$ cat config.mk
export PLATFORM = sky130hd
export DESIGN_NAME = pipe_mux_n
export DESIGN_NICKNAME = d
export VERILOG_FILES = /design/src/rtl/pipe_mux_pkg.sv /design/src/rtl/mux_n_comb.sv /design/src/rtl/pipe_mux_n.sv
export SDC_FILE = /design/constraint.sdc
export NUM_CORES = 1
export LEC_CHECK = 0
export BUFFER_PORTS_ARGS = -buffer_cell sky130_fd_sc_hd__buf_2
export CAP_MARGIN = 10
export CORE_AREA = 2 2 130 132
export DETAILED_ROUTE_END_ITERATION = 7
export DIE_AREA = 0 0 132 134
export GPL_ROUTABILITY_DRIVEN = 0
export PLACE_DENSITY_LB_ADDON = 0.3
export SLEW_MARGIN = 20
export SYNTH_ARGS = -nofsm -noshare
export SYNTH_HDL_FRONTEND = slang
export SYNTH_HIERARCHICAL = 1
export SYNTH_SLANG_ARGS = --single-unit
$ cat constraint.sdc
create_clock -name clk -period 3.95 [get_ports clk]
set_clock_uncertainty 0.15 [all_clocks]
set_input_delay 0.395 -clock clk [delete_from_list [all_inputs] [get_ports clk]]
set_output_delay 0.395 -clock clk [all_outputs]
set_load 0.05 [all_outputs]
$ cat src/rtl/pipe_mux_pkg.sv
// rtl/pipe_mux_pkg.sv - shared types and limits for the registered N:1 selector
package pipe_mux_pkg;

    typedef enum logic [1:0] {
        EMPTY = 2'd0,
        BUSY  = 2'd1,
        FULL  = 2'd2
    } pm_state_t;

    localparam int PM_MAX_IN = 16;

endpackage

$ cat src/rtl/mux_n_comb.sv
// rtl/mux_n_comb.sv - combinational N:1 select with out-of-range detect
module mux_n_comb #(
    parameter int WIDTH = 64,
    parameter int N_IN  = 4,
    parameter int SEL_W = $clog2(N_IN)
) (
    input  logic [N_IN*WIDTH-1:0] data_in,
    input  logic [SEL_W-1:0]      sel,
    output logic [WIDTH-1:0]      value,
    output logic                  err
);

    // Unmatched codes (only reachable when N_IN is not a power of two) yield zero.
    always_comb begin
        value = '0;
        err   = 1'b1;
        for (int i = 0; i < N_IN; i++) begin
            if (sel == SEL_W'(i)) begin
                value = data_in[i*WIDTH +: WIDTH];
                err   = 1'b0;
            end
        end
    end

endmodule

$ cat src/rtl/pipe_mux_n.sv
// rtl/pipe_mux_n.sv - N:1 selector with registered, stallable two-entry output stage
module pipe_mux_n
    import pipe_mux_pkg::*;
#(
    parameter int WIDTH = 64,
    parameter int N_IN  = 4,
    parameter int SEL_W = $clog2(N_IN)
) (
    input  logic                  clk,
    input  logic                  reset,
    input  logic                  flush,
    input  logic                  in_valid,
    output logic                  in_ready,
    input  logic [N_IN*WIDTH-1:0] data_in,
    input  logic [SEL_W-1:0]      sel,
    output logic                  out_valid,
    input  logic                  out_ready,
    output logic [WIDTH-1:0]      data_out,
    output logic                  sel_err
);

    if (N_IN < 2 || N_IN > PM_MAX_IN || SEL_W != $clog2(N_IN)) begin : g_param_check
        $error("pipe_mux_n: N_IN must be 2..16 and SEL_W must equal clog2(N_IN)");
    end

    pm_state_t        state;
    logic [WIDTH-1:0] sel_value;
    logic             sel_bad;
    logic [WIDTH-1:0] skid_data;
    logic             skid_err;

    mux_n_comb #(
        .WIDTH (WIDTH),
        .N_IN  (N_IN),
        .SEL_W (SEL_W)
    ) u_mux (
        .data_in (data_in),
        .sel     (sel),
        .value   (sel_value),
        .err     (sel_bad)
    );

    // data_out/sel_err are the main register; in_ready and out_valid are
    // registered alongside the state so neither has a combinational input path.
    always_ff @(posedge clk) begin
        if (reset) begin
            state     <= EMPTY;
            out_valid <= 1'b0;
            in_ready  <= 1'b1;
            data_out  <= '0;
            sel_err   <= 1'b0;
            skid_data <= '0;
            skid_err  <= 1'b0;
        end else if (flush) begin
            state     <= EMPTY;
            out_valid <= 1'b0;
            in_ready  <= 1'b1;
        end else begin
            case (state)
                EMPTY: begin
                    if (in_valid) begin
                        data_out  <= sel_value;
                        sel_err   <= sel_bad;
                        state     <= BUSY;
                        out_valid <= 1'b1;
                        in_ready  <= 1'b1;
                    end
                end
                BUSY: begin
                    if (in_valid && out_ready) begin
                        data_out <= sel_value;
                        sel_err  <= sel_bad;
                    end else if (in_valid) begin
                        skid_data <= sel_value;
                        skid_err  <= sel_bad;
                        state     <= FULL;
                        in_ready  <= 1'b0;
                    end else if (out_ready) begin
                        state     <= EMPTY;
                        out_valid <= 1'b0;
                    end
                end
                FULL: begin
                    if (out_ready) begin
                        data_out <= skid_data;
                        sel_err  <= skid_err;
                        state    <= BUSY;
                        in_ready <= 1'b1;
                    end
                end
                default: begin
                    state     <= EMPTY;
                    out_valid <= 1'b0;
                    in_ready  <= 1'b1;
                end
            endcase
        end
    end

endmodule
-- Word level (Yosys, flattened, before mapping)
Index checks and enable logic that the tools add are counted.
- register bits: 134
- latch bits: 0
- bits in writable memories: 0
- memory bits (read-only): 0
- input bits: 263
- output and inout port bits: 67
- memories: 0
- add/sub/neg operators: 0
- multipliers: 0
- div/mod/pow operators: 0
- magnitude comparators: 0
- eq/ne operators: 13
- shift operators: 0
- muxes and demuxes: 31
- bitwise operators: 3
- reductions and logical operators: 10
- operators by type and width (operator ; number):
    two-way mux 64 bit ; 7
    one-hot mux 64 bit (3 select lines) ; 1
    two-way mux 1 bit ; 14
    inequality test 2 bit (second input constant) ; 7
    AND reduction 4 bit ; 3
    two-way mux 2 bit ; 5
    AND reduction 5 bit ; 2
    one-hot mux 1 bit (3 select lines) ; 3
    == test 2 bit (second input constant) ; 3
    one-hot mux 2 bit (3 select lines) ; 1
    == test 2 x 1 -> 1 bit (second input constant) ; 2
    zero test 2 bit ; 2
    inequality test 3 bit (second input constant) ; 1
    inverter 1 bit ; 3
    nonzero test 3 bit ; 1
    OR reduction 2 bit ; 1
    logical AND 1 bit ; 1

-- Longest topological paths before layout
- depth in word-level cells: 7
- depth in mapped cells: 6
- gate-level depth less buffers: 4

-- Cells and area by module
Netlist, hierarchy kept.
- modules (own cells, without submodules) (module ; instances ; cells an instance ; area each (um2) ; seq. area each (um2)):
    pipe_mux_n ; 1 ; 690 ; 6346.1 ; 2682.6
    mux_n_comb ; 1 ; 80 ; 1634.1 ; 0.0

-- Least setup slack after synthesis
No wires, ideal clock.
- path kind: input port to flip-flop
- from: input port sel[0]
- to: register data_out[10]
- library setup time: 0.143 ns
- arrival: 1.459 ns
- path slack: 2.198 ns
- cell stages on the path: 5
- buffers on the path: 2
- cell sequence: buf_6 buf_12 mux4_2 mux2i_1 o41ai_2
- cells in the longest elaborated chain, start to end: 7
- ends and longest elaborated chain (item ; RTL line ; source):
    from (decl) ; pipe_mux_n.sv:15 ; input logic [SEL_W-1:0] sel,
    zero test 2 bit ; mux_n_comb.sv:18 ; if (sel == SEL_W'(i)) begin
    two-way mux 64 bit (3 in series) ; mux_n_comb.sv:18 ;
    two-way mux 64 bit * ; mux_n_comb.sv:18 ;
    named net sel_value[10] ; pipe_mux_n.sv:27 ; logic [WIDTH-1:0] sel_value;
    two-way mux 64 bit, on equally long branches ; pipe_mux_n.sv:70, pipe_mux_n.sv:61 ;
    one-hot mux 64 bit (3 select lines) * ; pipe_mux_n.sv:59 ; case (state)
    to (signal assigned) ; pipe_mux_n.sv:62 ; data_out <= sel_value;
    to (signal assigned) ; pipe_mux_n.sv:71 ; data_out <= sel_value;
    to (signal assigned) ; pipe_mux_n.sv:85 ; data_out <= skid_data;
    to (decl) ; pipe_mux_n.sv:18 ; output logic [WIDTH-1:0] data_out,
Mark *: on every way through the listed nets, which the timed path passes. The rest lies on a longest branch. The select of a mux whose other input is x is not followed.
A chain may end at the register's enable or synchronous reset.

-- Final worst setup path
- from: register state[0]
- to: register data_out[5]
- cells in the longest elaborated chain, start to end: 3
- ends and longest elaborated chain (item ; RTL line ; source):
    from (decl) ; pipe_mux_n.sv:26 ; pm_state_t state;
    from (signal assigned) ; pipe_mux_n.sv:47 ; state <= EMPTY;
    from (signal assigned) ; pipe_mux_n.sv:55 ; state <= EMPTY;
    from (signal assigned) ; pipe_mux_n.sv:64 ; state <= BUSY;
    == test 2 x 1 -> 1 bit, or another cell as far along ; pipe_mux_n.sv:59 ;
    inequality test 2 bit (no source line) or nonzero test 3 bit (tied branches) ; -- ;
    AND reduction 5 bit (no source line) ; -- ;
Parallel ways exist; a longest one is shown, timed or not.

==> metrics <==
CORE AREA 16300 um^2; first-pass GRT wire length 33600 um; top-area cell type share of the netlist area 33.6%; DP HPWL 14100 um; Pwr Density 373 nW/um^2; Int Pwr 2710 uW; Crit path arrival time 2.46 ns; startpoint types flop; reg-to-reg startpoint state[0]$_SDFFE_PP0P_; Netlist cell types 33; hold path start out_ready; crit path from state[0]$_SDFFE_PP0P_; Setup Buffers After CTS 0; final wirelength 21300 um; DR vias/cell 5.52; Post-CTS Hold Buffers 0; actual slew at the worst max-slew pin 1.02 ns; detailed-route DRC error count 0; DIE WIDTH 132 um; Mapped Nets 1033; Area contributors post-synth dfxtp_1 (34%), mux4_2 (17%), mux2i_1 (8.2%), o41ai_2 (7.1%), nand2_1 (6.3%); clock share of power 42.1%; Area after DPL 9430 um^2; Die ar. 17700 um^2; #FFs+latches synth 134; Clk Tree Root Cell clkbuf_16; Mapped Cells 770; Num CTS Buffers 17; vias in the first global route 6794; post-synthesis async set-or-reset flop share 0%; setup violators final 0; Final Instance Area 10000 um^2; Synth warnings 6; global router's overall resource usage 23.4%; largest net degree at the start of global routing 131; Final Max Tran Viols 0; worst hold-check path type in -> reg; sw frac 27.3%; Yosys top cell by area dfxtp_1; Buffers on Ports 329; outcome complete, no violations; Starting Density 49.0%; Nets 1304; Leak 0.00466 uW; DR WL/cell 16.7 um; Final ANT Viol Nets 0; DR iter-0 viols 290; sequential fraction of the synthesis area 33.6%; Worst-Skew Late Latency 0.41 ns; Tmin final 2.35 ns; CTS H-tree lvls 4; Max-slew headroom 32.2%; crit share post-route 59.5%; setup TNS 0 ns; Layout area overhead 25.5%; register share of total power 38.1%; clk slew on worst S/H paths 0.06 ns; Avg Cell Area, Syn 10.4 um^2; VDD IR max 289 uV; Net Sw Power 1020 uW; router iterations before antenna repair 4; # IOs 330; EDFF count, synth 0; Max Clk Rate 426 MHz; Synth Flop Type dfxtp_1; Core Rows 47; antenna violations before repair 1; Crit. End Element flop; Post-synth top cells dfxtp_1 (134), nand2_1 (134), a21oi_1 (67), nor2b_1 (66); peak fanout along the critical path 50; CTS Buffer Depth 2; Worst EP required 4.06 ns; clk sinks 134; Cell Area, Synth 7980 um^2; GRT overflow 0; maxcap violations 0; share of cells above drive strength 1 44.5%; Comb pwr share 19.8%; WS Path Type reg -> reg; Chip Height 134 um; RSZ-0062 raised after global routing false; via count 7033; endpoints failing hold 0; post-CTS sizing 0; CTS tree built
[layout make-up]
class                      instances  area, um^2
clock buffer                      22         454
antenna                            1        2.50
timing repair buffer             340        1790
sequential                       134        2680
fill                            1406        6270
inverter                           3        11.3
clock inverter                    10         129
tap                              220         275
multi-input combinational        545        4670
[critical path, cell delays in order (launching register included)]
cell,delay [ns]
dfxtp_1,0.49
nand2b_4,0.84
buf_4,0.36
mux2i_1,0.26
o41ai_2,0.08
[registers in the layout, indices dropped and copies added, names as in the netlist]
signal and flops:
state 2, sel_err 1, skid_err 1, skid_data 64, in_ready 1, out_valid 1, data_out 64
[placed cells by master (no fill, tap or decap), types with 2 or more instances in the layout]
master | netlist | final
nor2_1 | 2 | 2
o21ai_0 | 2 | 2
mux2i_1 | 65 | 65
inv_1 | 3 | 3
o41ai_2 | 35 | 35
nor2b_1 | 66 | 66
nand2_1 | 134 | 134
a21oi_1 | 67 | 67
mux4_2 | 60 | 60
clkbuf_1 | 35 | 4
nand2b_4 | 1 | 2
dfxtp_1 | 134 | 134
buf_12 | 10 | 4
bufinv_16 | 0 | 3
buf_2 | 17 | 326
mux4_1 | 4 | 4
o41ai_1 | 30 | 30
clkbuf_16 | 0 | 17
o21ai_1 | 65 | 65
clkinv_2 | 0 | 6
buf_4 | 12 | 9
[routing by layer]
layer / vias to the layer above / track usage [%] / routed length, um
met5: - / 0 / 0
met4: 0 / 7.91 / 395
met3: 32 / 4.50 / 1150
met2: 252 / 40.6 / 10600
met1: 3344 / 29.4 / 9080
li1: 3405 / - / -
[power by group through the flow]
stage | Combinational [uW] | Sequential, uW | Clock (uW)
2_1_floorplan | 384 | 1590 | 0
3_3_place_gp | 731 | 1450 | 0
3_5_place_dp | 740 | 1450 | 0
4_1_cts | 743 | 1420 | 1600
5_1_grt | 792 | 1430 | 1670
6_report | 740 | 1420 | 1570
[stage by stage]
stage          std cells  hold WS (ns)  setup slack [ns]  utilization [%]  total power (uW)
2_1_floorplan        770         0.286              2.20                -              1970
3_3_place_gp        1242         0.291              1.44             57.9              2180
3_5_place_dp        1242         0.296              1.38             57.9              2190
4_1_cts             1274        0.0865              1.58             61.5              3770
5_1_grt             1275        0.0982              1.45             61.5              3890
6_report            1275         0.111              1.60             61.5              3740
[worst paths after layout]
check / to / slack (ns) / cells after the start
setup reg to reg: data_out[5]$_SDFFE_PP0P_ / 1.60 / 4
hold / removal: state[1]$_SDFFE_PP0P_ / 0.11 / 2
setup / recovery: data_out[5]$_SDFFE_PP0P_ / 1.60 / 4
hold reg to reg: skid_data[54]$_SDFFE_PP0P_ / 0.30 / 2
[cells by family after synthesis]
kind of cell	count (synthesis)	share of synthesized area, %
AOI/OAI and AO/OA	204	19.4
buffers and inverters	91	8.11
DFF	134	33.6
muxes	129	26.4
other	1	0.0470
and+or+nand+nor	211	12.4
Power figures use the tool's default switching activity.
